`src/rtl/fxp_div_iter.sv`:
```
`default_nettype none
// ============================================================================
// Module   : fxp_div_iter
// Purpose  : Iterative signed fixed-point divider, one restoring quotient bit
//            per clock, with rounding, saturation and divide-by-zero flags.
// Revision : 1.0 - initial release
// ============================================================================
module fxp_div_iter #(
    parameter int WIIA  = 8,
    parameter int WIFA  = 8,
    parameter int WIIB  = 8,
    parameter int WIFB  = 8,
    parameter int WOI   = 8,
    parameter int WOF   = 8,
    parameter int ROUND = 1
) (
    input  logic                   clk,
    input  logic                   rst,
    input  logic                   in_valid,
    output logic                   in_ready,
    input  logic [WIIA+WIFA-1:0]   dividend,
    input  logic [WIIB+WIFB-1:0]   divisor,
    output logic                   out_valid,
    input  logic                   out_ready,
    output logic [WOI+WOF-1:0]     out,
    output logic                   overflow,
    output logic                   div_zero
);

    localparam int c_WA   = WIIA + WIFA;
    localparam int c_WB   = WIIB + WIFB;
    localparam int c_WO   = WOI + WOF;
    localparam int c_N    = c_WO + 1;
    localparam int c_NUMW = c_WA + 1 + WIFB + WOF + 1;
    localparam int c_DENW = c_WB + 1 + WIFA;
    localparam int c_RW   = c_DENW + 1;
    localparam int c_CMPW = c_NUMW + c_DENW + c_N;
    localparam int c_CW   = $clog2(c_N + 1);
    localparam logic c_RBIT = (ROUND != 0);

    localparam logic [c_N-1:0]  c_POS_LIM = {2'b00, {(c_WO-1){1'b1}}};
    localparam logic [c_N-1:0]  c_NEG_LIM = {2'b01, {(c_WO-1){1'b0}}};
    localparam logic [c_WO-1:0] c_OUT_MAX = {1'b0, {(c_WO-1){1'b1}}};
    localparam logic [c_WO-1:0] c_OUT_MIN = {1'b1, {(c_WO-1){1'b0}}};

    typedef enum logic [1:0] {
        S_IDLE = 2'd0,
        S_CALC = 2'd1,
        S_FIX  = 2'd2,
        S_DONE = 2'd3
    } state_t;

    state_t              r_state;
    state_t              w_next;

    logic                r_sign;
    logic                r_dz;
    logic                r_ovf_mag;
    logic [c_DENW-1:0]   r_den;
    logic [c_RW-1:0]     r_rem;
    logic [c_N-1:0]      r_lo;
    logic [c_N-1:0]      r_q;
    logic [c_CW-1:0]     r_cnt;
    logic [c_WO-1:0]     r_out;
    logic                r_overflow;
    logic                r_div_zero;

    // Magnitudes carry one extra bit so the most negative operand is exact.
    logic [c_WA:0]       w_ext_a;
    logic [c_WA:0]       w_mag_a;
    logic [c_WB:0]       w_ext_b;
    logic [c_WB:0]       w_mag_b;
    logic [c_NUMW-1:0]   w_num;
    logic [c_DENW-1:0]   w_den;
    logic                w_ovf_mag;
    logic [c_RW-1:0]     w_num_hi;
    logic [c_N-1:0]      w_num_lo;

    logic [c_RW-1:0]     w_trial;
    logic                w_ge;
    logic [c_RW-1:0]     w_diff;

    logic [c_N:0]        w_q_inc;
    logic [c_N-1:0]      w_mag;
    logic                w_sat;
    logic [c_WO-1:0]     w_res;

    assign w_ext_a   = {dividend[c_WA-1], dividend};
    assign w_mag_a   = w_ext_a[c_WA] ? (~w_ext_a) + {{c_WA{1'b0}}, 1'b1} : w_ext_a;
    assign w_ext_b   = {divisor[c_WB-1], divisor};
    assign w_mag_b   = w_ext_b[c_WB] ? (~w_ext_b) + {{c_WB{1'b0}}, 1'b1} : w_ext_b;
    assign w_num     = c_NUMW'(w_mag_a) << (WIFB + WOF + 1);
    assign w_den     = c_DENW'(w_mag_b) << WIFA;
    // Quotient would need more than N bits; also true for a zero divisor.
    assign w_ovf_mag = c_CMPW'(w_num) >= (c_CMPW'(w_den) << c_N);
    assign w_num_hi  = c_RW'(w_num >> c_N);
    assign w_num_lo  = c_N'(w_num);

    assign w_trial   = {r_rem[c_RW-2:0], r_lo[c_N-1]};
    assign w_ge      = w_trial >= {1'b0, r_den};
    assign w_diff    = w_trial - {1'b0, r_den};

    assign w_q_inc   = {1'b0, r_q} + {{c_N{1'b0}}, c_RBIT};
    assign w_mag     = c_N'(w_q_inc >> 1);
    assign w_sat     = r_ovf_mag | (r_sign ? (w_mag > c_NEG_LIM) : (w_mag > c_POS_LIM));
    assign w_res     = c_WO'(r_sign ? (~w_mag) + {{(c_N-1){1'b0}}, 1'b1} : w_mag);

    always_ff @(posedge clk) begin
        if (rst) begin
            r_state <= S_IDLE;
        end else begin
            r_state <= w_next;
        end
    end

    always_comb begin
        w_next = r_state;
        case (r_state)
            S_IDLE:  if (in_valid) w_next = S_CALC;
            S_CALC:  if (r_cnt == c_CW'(1)) w_next = S_FIX;
            S_FIX:   w_next = S_DONE;
            S_DONE:  if (out_ready) w_next = S_IDLE;
            default: w_next = S_IDLE;
        endcase
    end

    always_ff @(posedge clk) begin
        if (rst) begin
            r_sign     <= 1'b0;
            r_dz       <= 1'b0;
            r_ovf_mag  <= 1'b0;
            r_den      <= '0;
            r_rem      <= '0;
            r_lo       <= '0;
            r_q        <= '0;
            r_cnt      <= '0;
            r_out      <= '0;
            r_overflow <= 1'b0;
            r_div_zero <= 1'b0;
        end else begin
            case (r_state)
                S_IDLE: begin
                    if (in_valid) begin
                        r_sign    <= dividend[c_WA-1] ^ divisor[c_WB-1];
                        r_dz      <= (divisor == '0);
                        r_ovf_mag <= w_ovf_mag;
                        r_den     <= w_den;
                        r_rem     <= w_num_hi;
                        r_lo      <= w_num_lo;
                        r_q       <= '0;
                        r_cnt     <= c_CW'(c_N);
                    end
                end
                S_CALC: begin
                    r_rem <= w_ge ? w_diff : w_trial;
                    r_lo  <= r_lo << 1;
                    r_q   <= {r_q[c_N-2:0], w_ge};
                    r_cnt <= r_cnt - c_CW'(1);
                end
                S_FIX: begin
                    // With a zero divisor the sign is the dividend's sign alone.
                    if (r_dz || w_sat) begin
                        r_out      <= r_sign ? c_OUT_MIN : c_OUT_MAX;
                        r_overflow <= 1'b1;
                    end else begin
                        r_out      <= w_res;
                        r_overflow <= 1'b0;
                    end
                    r_div_zero <= r_dz;
                end
                default: ;
            endcase
        end
    end

    assign in_ready  = (r_state == S_IDLE);
    assign out_valid = (r_state == S_DONE);
    assign out       = r_out;
    assign overflow  = r_overflow;
    assign div_zero  = r_div_zero;

endmodule
`default_nettype wire
```
`config.mk`:
```
export PLATFORM = sky130hd
export DESIGN_NAME = fxp_div_iter
export DESIGN_NICKNAME = d
export VERILOG_FILES = /design/src/rtl/fxp_div_iter.sv
export SDC_FILE = /design/constraint.sdc
export NUM_CORES = 1
export LEC_CHECK = 0
export ABC_AREA = 1
export BUFFER_PORTS_ARGS = -buffer_cell sky130_fd_sc_hd__clkbuf_2
export CAP_MARGIN = 10
export CORE_MARGIN = 3
export CORE_UTILIZATION = 60
export DETAILED_ROUTE_END_ITERATION = 12
export PLACE_DENSITY_LB_ADDON = 0.12
export SETUP_SLACK_MARGIN = 0.3
export SLEW_MARGIN = 20
export SYNTH_ARGS = -nofsm -noshare
export SYNTH_HDL_FRONTEND = slang
export SYNTH_SLANG_ARGS = --single-unit
```
`constraint.sdc`:
```
create_clock -name clk -period 4.1 [get_ports clk]
set_input_delay 0.615 -clock clk [delete_from_list [all_inputs] [get_ports clk]]
set_output_delay 0.615 -clock clk [all_outputs]
set_load 0.01 [all_outputs]
```
==> results by group <==
Yosys
  • Multiplexer area fraction after synthesis: 0
  • Share of synthesized cell area in full adder, half adder and majority cells: 0.07656
  • Area fraction in compound gates after synthesis: 0.1743
  • Synthesized area: 6309 um^2
  • Combinational family with the most area after synthesis: simple AND/OR/NAND/NOR gates
  • Ys flop type: sky130_fd_sc_hd__dfxtp_1
  • Flop and latch count out of synthesis: slightly below 90
  • Post-synthesis sequential area ratio: 0.2761
  • Most frequent cells after synthesis: sky130_fd_sc_hd__nand2_1, sky130_fd_sc_hd__inv_1, sky130_fd_sc_hd__nor2_1, sky130_fd_sc_hd__a21oi_1, sky130_fd_sc_hd__dfxtp_1
  • Post-Synth Simple-Gate Area: 0.3082
  • Yosys cell types: 44
  • Proportion of register bits with asynchronous set or reset after synthesis: 0
  • Area share of the largest cell type after synthesis: 0.2761
  • Post-Syn Nets: approximately 1100
  • Cell with the most instances after synthesis: sky130_fd_sc_hd__nand2_1
  • Synth Area per Inst: ~6.4 um^2
  • Library cell occupying the most area in the post-synthesis netlist: sky130_fd_sc_hd__dfxtp_1
  • XOR/XNOR Fraction of Synth Area: 0.06248
  • Warning count from the yosys run: 0
  • Post-synth EDFFs: 0
  • Cells taking the most area after synthesis: sky130_fd_sc_hd__dfxtp_1, sky130_fd_sc_hd__nand2_1, sky130_fd_sc_hd__inv_1
  • Cell count after synthesis: 990

Timing
  • Final setup violation count: 0
  • Post-route minimum period: between 2 and 3 ns
  • Slew margin rel.: 0.4592
  • Share of the clock period used by the worst path after layout: 0.7315
  • Smallest hold slack: around 0.47 ns
  • Achievable Freq: 0.3334 GHz
  • Total negative slack for setup checks: 0 ns
  • Final Max Tran Viols: 0
  • Setup repair after global routing missed its margin: false
  • Tightest Pin Transition: 0.8102 ns
  • Largest clock skew in the final design: around 0.0074 ns
  • Number of failing hold endpoints at the final stage: 0

Hold path
  • Cells on Worst Hold Path: 2
  • Hold endpoint: r_q[16]
  • Worst min-delay path startpoint: r_q[16]
  • Min-Delay Path Class: register to register

Clock network
  • Hold_buf cts: 0
  • Level count of the clock H-tree: 3
  • # resized after CTS: 0
  • Worst-Skew Late Latency: roughly 0.38 ns
  • Deepest clock path buffer count: 2
  • Post-CTS setup-driven buffer insertion count: 0
  • Clock slew at the register clock pins of the worst setup and hold paths: 0.09 ns
  • Root Buffer Master: sky130_fd_sc_hd__clkbuf_8
  • TritonCTS clock tree: built
  • Clock sinks: 87
  • Number of buffers created by CTS: 9

Worst setup path
  • Number of cells on the worst reg-to-reg path: 8
  • Startpoint type of the worst setup path: input port
  • Setup slack on the worst flop-to-flop path: between 1 and 1.5 ns
  • Category of the most critical setup path: input port to register
  • Required time worst endpoint: between 4 and 5 ns
  • Type of element capturing the critical path: register
  • Worst R2R End: r_q[1]
  • Maximum fanout count along the critical path: 3
  • Launch point of the worst reg-to-reg path: r_state[1]
  • Arrival time of data at the critical path endpoint: roughly 3.3 ns

Power and ir drop
  • Power, Total: around 4800 uW
  • Peak supply drop: 393.0 uV
  • PD cells: 694.7 nW/um^2
  • Total leakage power: roughly 0.0033 uW

Drt
  • Via count: roughly 6300
  • Total length of routed met2 wires: around 7.7 mm
  • WL per Instance: around 14 um
  • Routed length on met3: approximately 780 um
  • DRC violations left: 0
  • Routed metal-1 wirelength: ~7 mm
  • DR top layer: met4
  • Routed vias/inst: ~5.4
  • DRC marker count from the first detailed-route iteration: 517
  • Remaining antenna violation count: 0
  • First-pass DRT Iterations: 6
  • Total Routed Length: 15.80 mm

Global route
  • Vias in the first global route: around 5700
  • Initial antenna violation count: 0
  • Overall track demand over capacity in global routing: 0.2779
  • Global route total overflow: 0
  • Maximum number of pins on one net before global-route repair: 66
  • First-pass GRT wire length: between 20 and 30 mm

Placement
  • Number of placed instances, taps included: 1151
  • Detailed placement HPWL: between 10 and 15 mm
  • Post-detailed-placement cell area: between 6000 and 7000 um^2
  • Buffers added on ports: 55
  • Weighted congestion at the end of routability-driven global placement: roughly 0.92

Floorplanning
  • Number of placement rows: 36
  • Total I/O pin count: 56
  • Die height: approximately 110 um
  • Placeable core region: between 9000 and 10000 um^2
  • Width of the chip: approximately 110 um
  • Initial core utilization: 0.6309
  • DIE AREA: 11780 um^2

Finish
  • Fraction of final layout cells with drive strength greater than 1: 0.1045
  • Signed area change from the synthesized netlist to the final layout: 8.627%
  • Number of inserted diodes: 0
  • Total number of nets in the final design: about 1100
  • Finished Cell Area: ~6900 um^2
  • Number of non-filler instances in the completed layout: roughly 1200

Flow run
  • Max Cap Violations: 0

Run status
  • Run status: completed
per-layer routing:
metal  up-vias  GRT usage
li1       3278          -
met1      2817     0.3467
met2       167     0.4912
met3        23    0.03224
met4         0     0.1001
met5         -          0
through the flow:
stage               utilization  setup slack, ns
floorplan                     -            1.183
global placement         0.6657           0.9054
detailed placement       0.6657           0.7355
CTS                      0.6853            1.119
global route             0.6853           0.6538
finish                   0.6853            1.101
cell usage in the layout (no fill, tap or decap), types with 9 or more instances in the layout:
cell type and n:
sky130_fd_sc_hd__xor2_1 30, sky130_fd_sc_hd__clkbuf_2 55, sky130_fd_sc_hd__o211ai_1 10, sky130_fd_sc_hd__ha_1 37, sky130_fd_sc_hd__o21ai_1 17, sky130_fd_sc_hd__nand2_1 222
sky130_fd_sc_hd__clkbuf_8 10, sky130_fd_sc_hd__nand3_1 60, sky130_fd_sc_hd__inv_1 130, sky130_fd_sc_hd__a21oi_1 96, sky130_fd_sc_hd__dfxtp_1 87, sky130_fd_sc_hd__nand2_2 11
sky130_fd_sc_hd__nor2_1 108, sky130_fd_sc_hd__o21ai_0 51, sky130_fd_sc_hd__xnor2_1 15, sky130_fd_sc_hd__nor3_1 9
cells by family (layout without fill, tap and decap cells):
logic type	after synthesis	in the layout
xor+xnor	45	45
compound gates	201	201
simple gates	451	451
buf+inv	167	210
other cells	1	1
fa+ha+maj	38	38
flops	87	87
sequential cells by signal, summed over array words and instances (netlist names):
signal / flops
r_state: 2
r_dz: 1
r_sign: 1
r_den: 17
r_ovf_mag: 1
div_zero: 1
overflow: 1
r_q: 17
r_rem: 25
r_cnt: 5
out: 16
how the worst max path moves through the flow:
stage	slack, ns	endpoint	startpoint
after global placement	0.91	r_ovf_mag	dividend[0]
after global routing	0.65	r_ovf_mag	dividend[0]
after detailed placement	0.74	r_ovf_mag	dividend[0]
after floorplan	1.18	r_ovf_mag	dividend[0]
final	1.10	r_ovf_mag	dividend[0]
after CTS	1.12	r_ovf_mag	dividend[0]
critical path: stages:
cell                       delay (ns)
sky130_fd_sc_hd__clkbuf_2        0.09
sky130_fd_sc_hd__inv_1           0.09
sky130_fd_sc_hd__ha_1            0.17
sky130_fd_sc_hd__nand3_1         0.11
sky130_fd_sc_hd__nor2_1          0.10
sky130_fd_sc_hd__nand2_1         0.07
sky130_fd_sc_hd__o21ai_0         0.26
sky130_fd_sc_hd__nand2_1         0.10
sky130_fd_sc_hd__o21ai_0         0.24
sky130_fd_sc_hd__or2_2           0.17
sky130_fd_sc_hd__nand2_1         0.05
sky130_fd_sc_hd__ha_1            0.29
sky130_fd_sc_hd__nand2_1         0.07
sky130_fd_sc_hd__nor3_1          0.18
sky130_fd_sc_hd__nand3_1         0.09
sky130_fd_sc_hd__nor4_1          0.23
sky130_fd_sc_hd__nand2_1         0.09
sky130_fd_sc_hd__nand3_1         0.08
sky130_fd_sc_hd__nand4_1         0.10
sky130_fd_sc_hd__a21oi_1         0.13
area by class of cell:
class,instances,area (um^2)
multi-input cells,736,3925
inverters,134,503.0
fillers,959,3147
flip-flops and latches,87,1742
well taps,133,166.4
repair buffers,61,320.3
clock buffers,10,137.6
clock inverters,5,58.81
report_power, final:
part / switching [uW] / leakage, uW / internal (uW) / total [uW]
clock: 329 / 0.0000944 / 295 / 624
sequential: 165 / 0.000711 / 1080 / 1240
combinational: 1880 / 0.00249 / 1010 / 2890
total: 2380 / 0.00330 / 2380 / 4760
(Power assumes the default switching activity.)
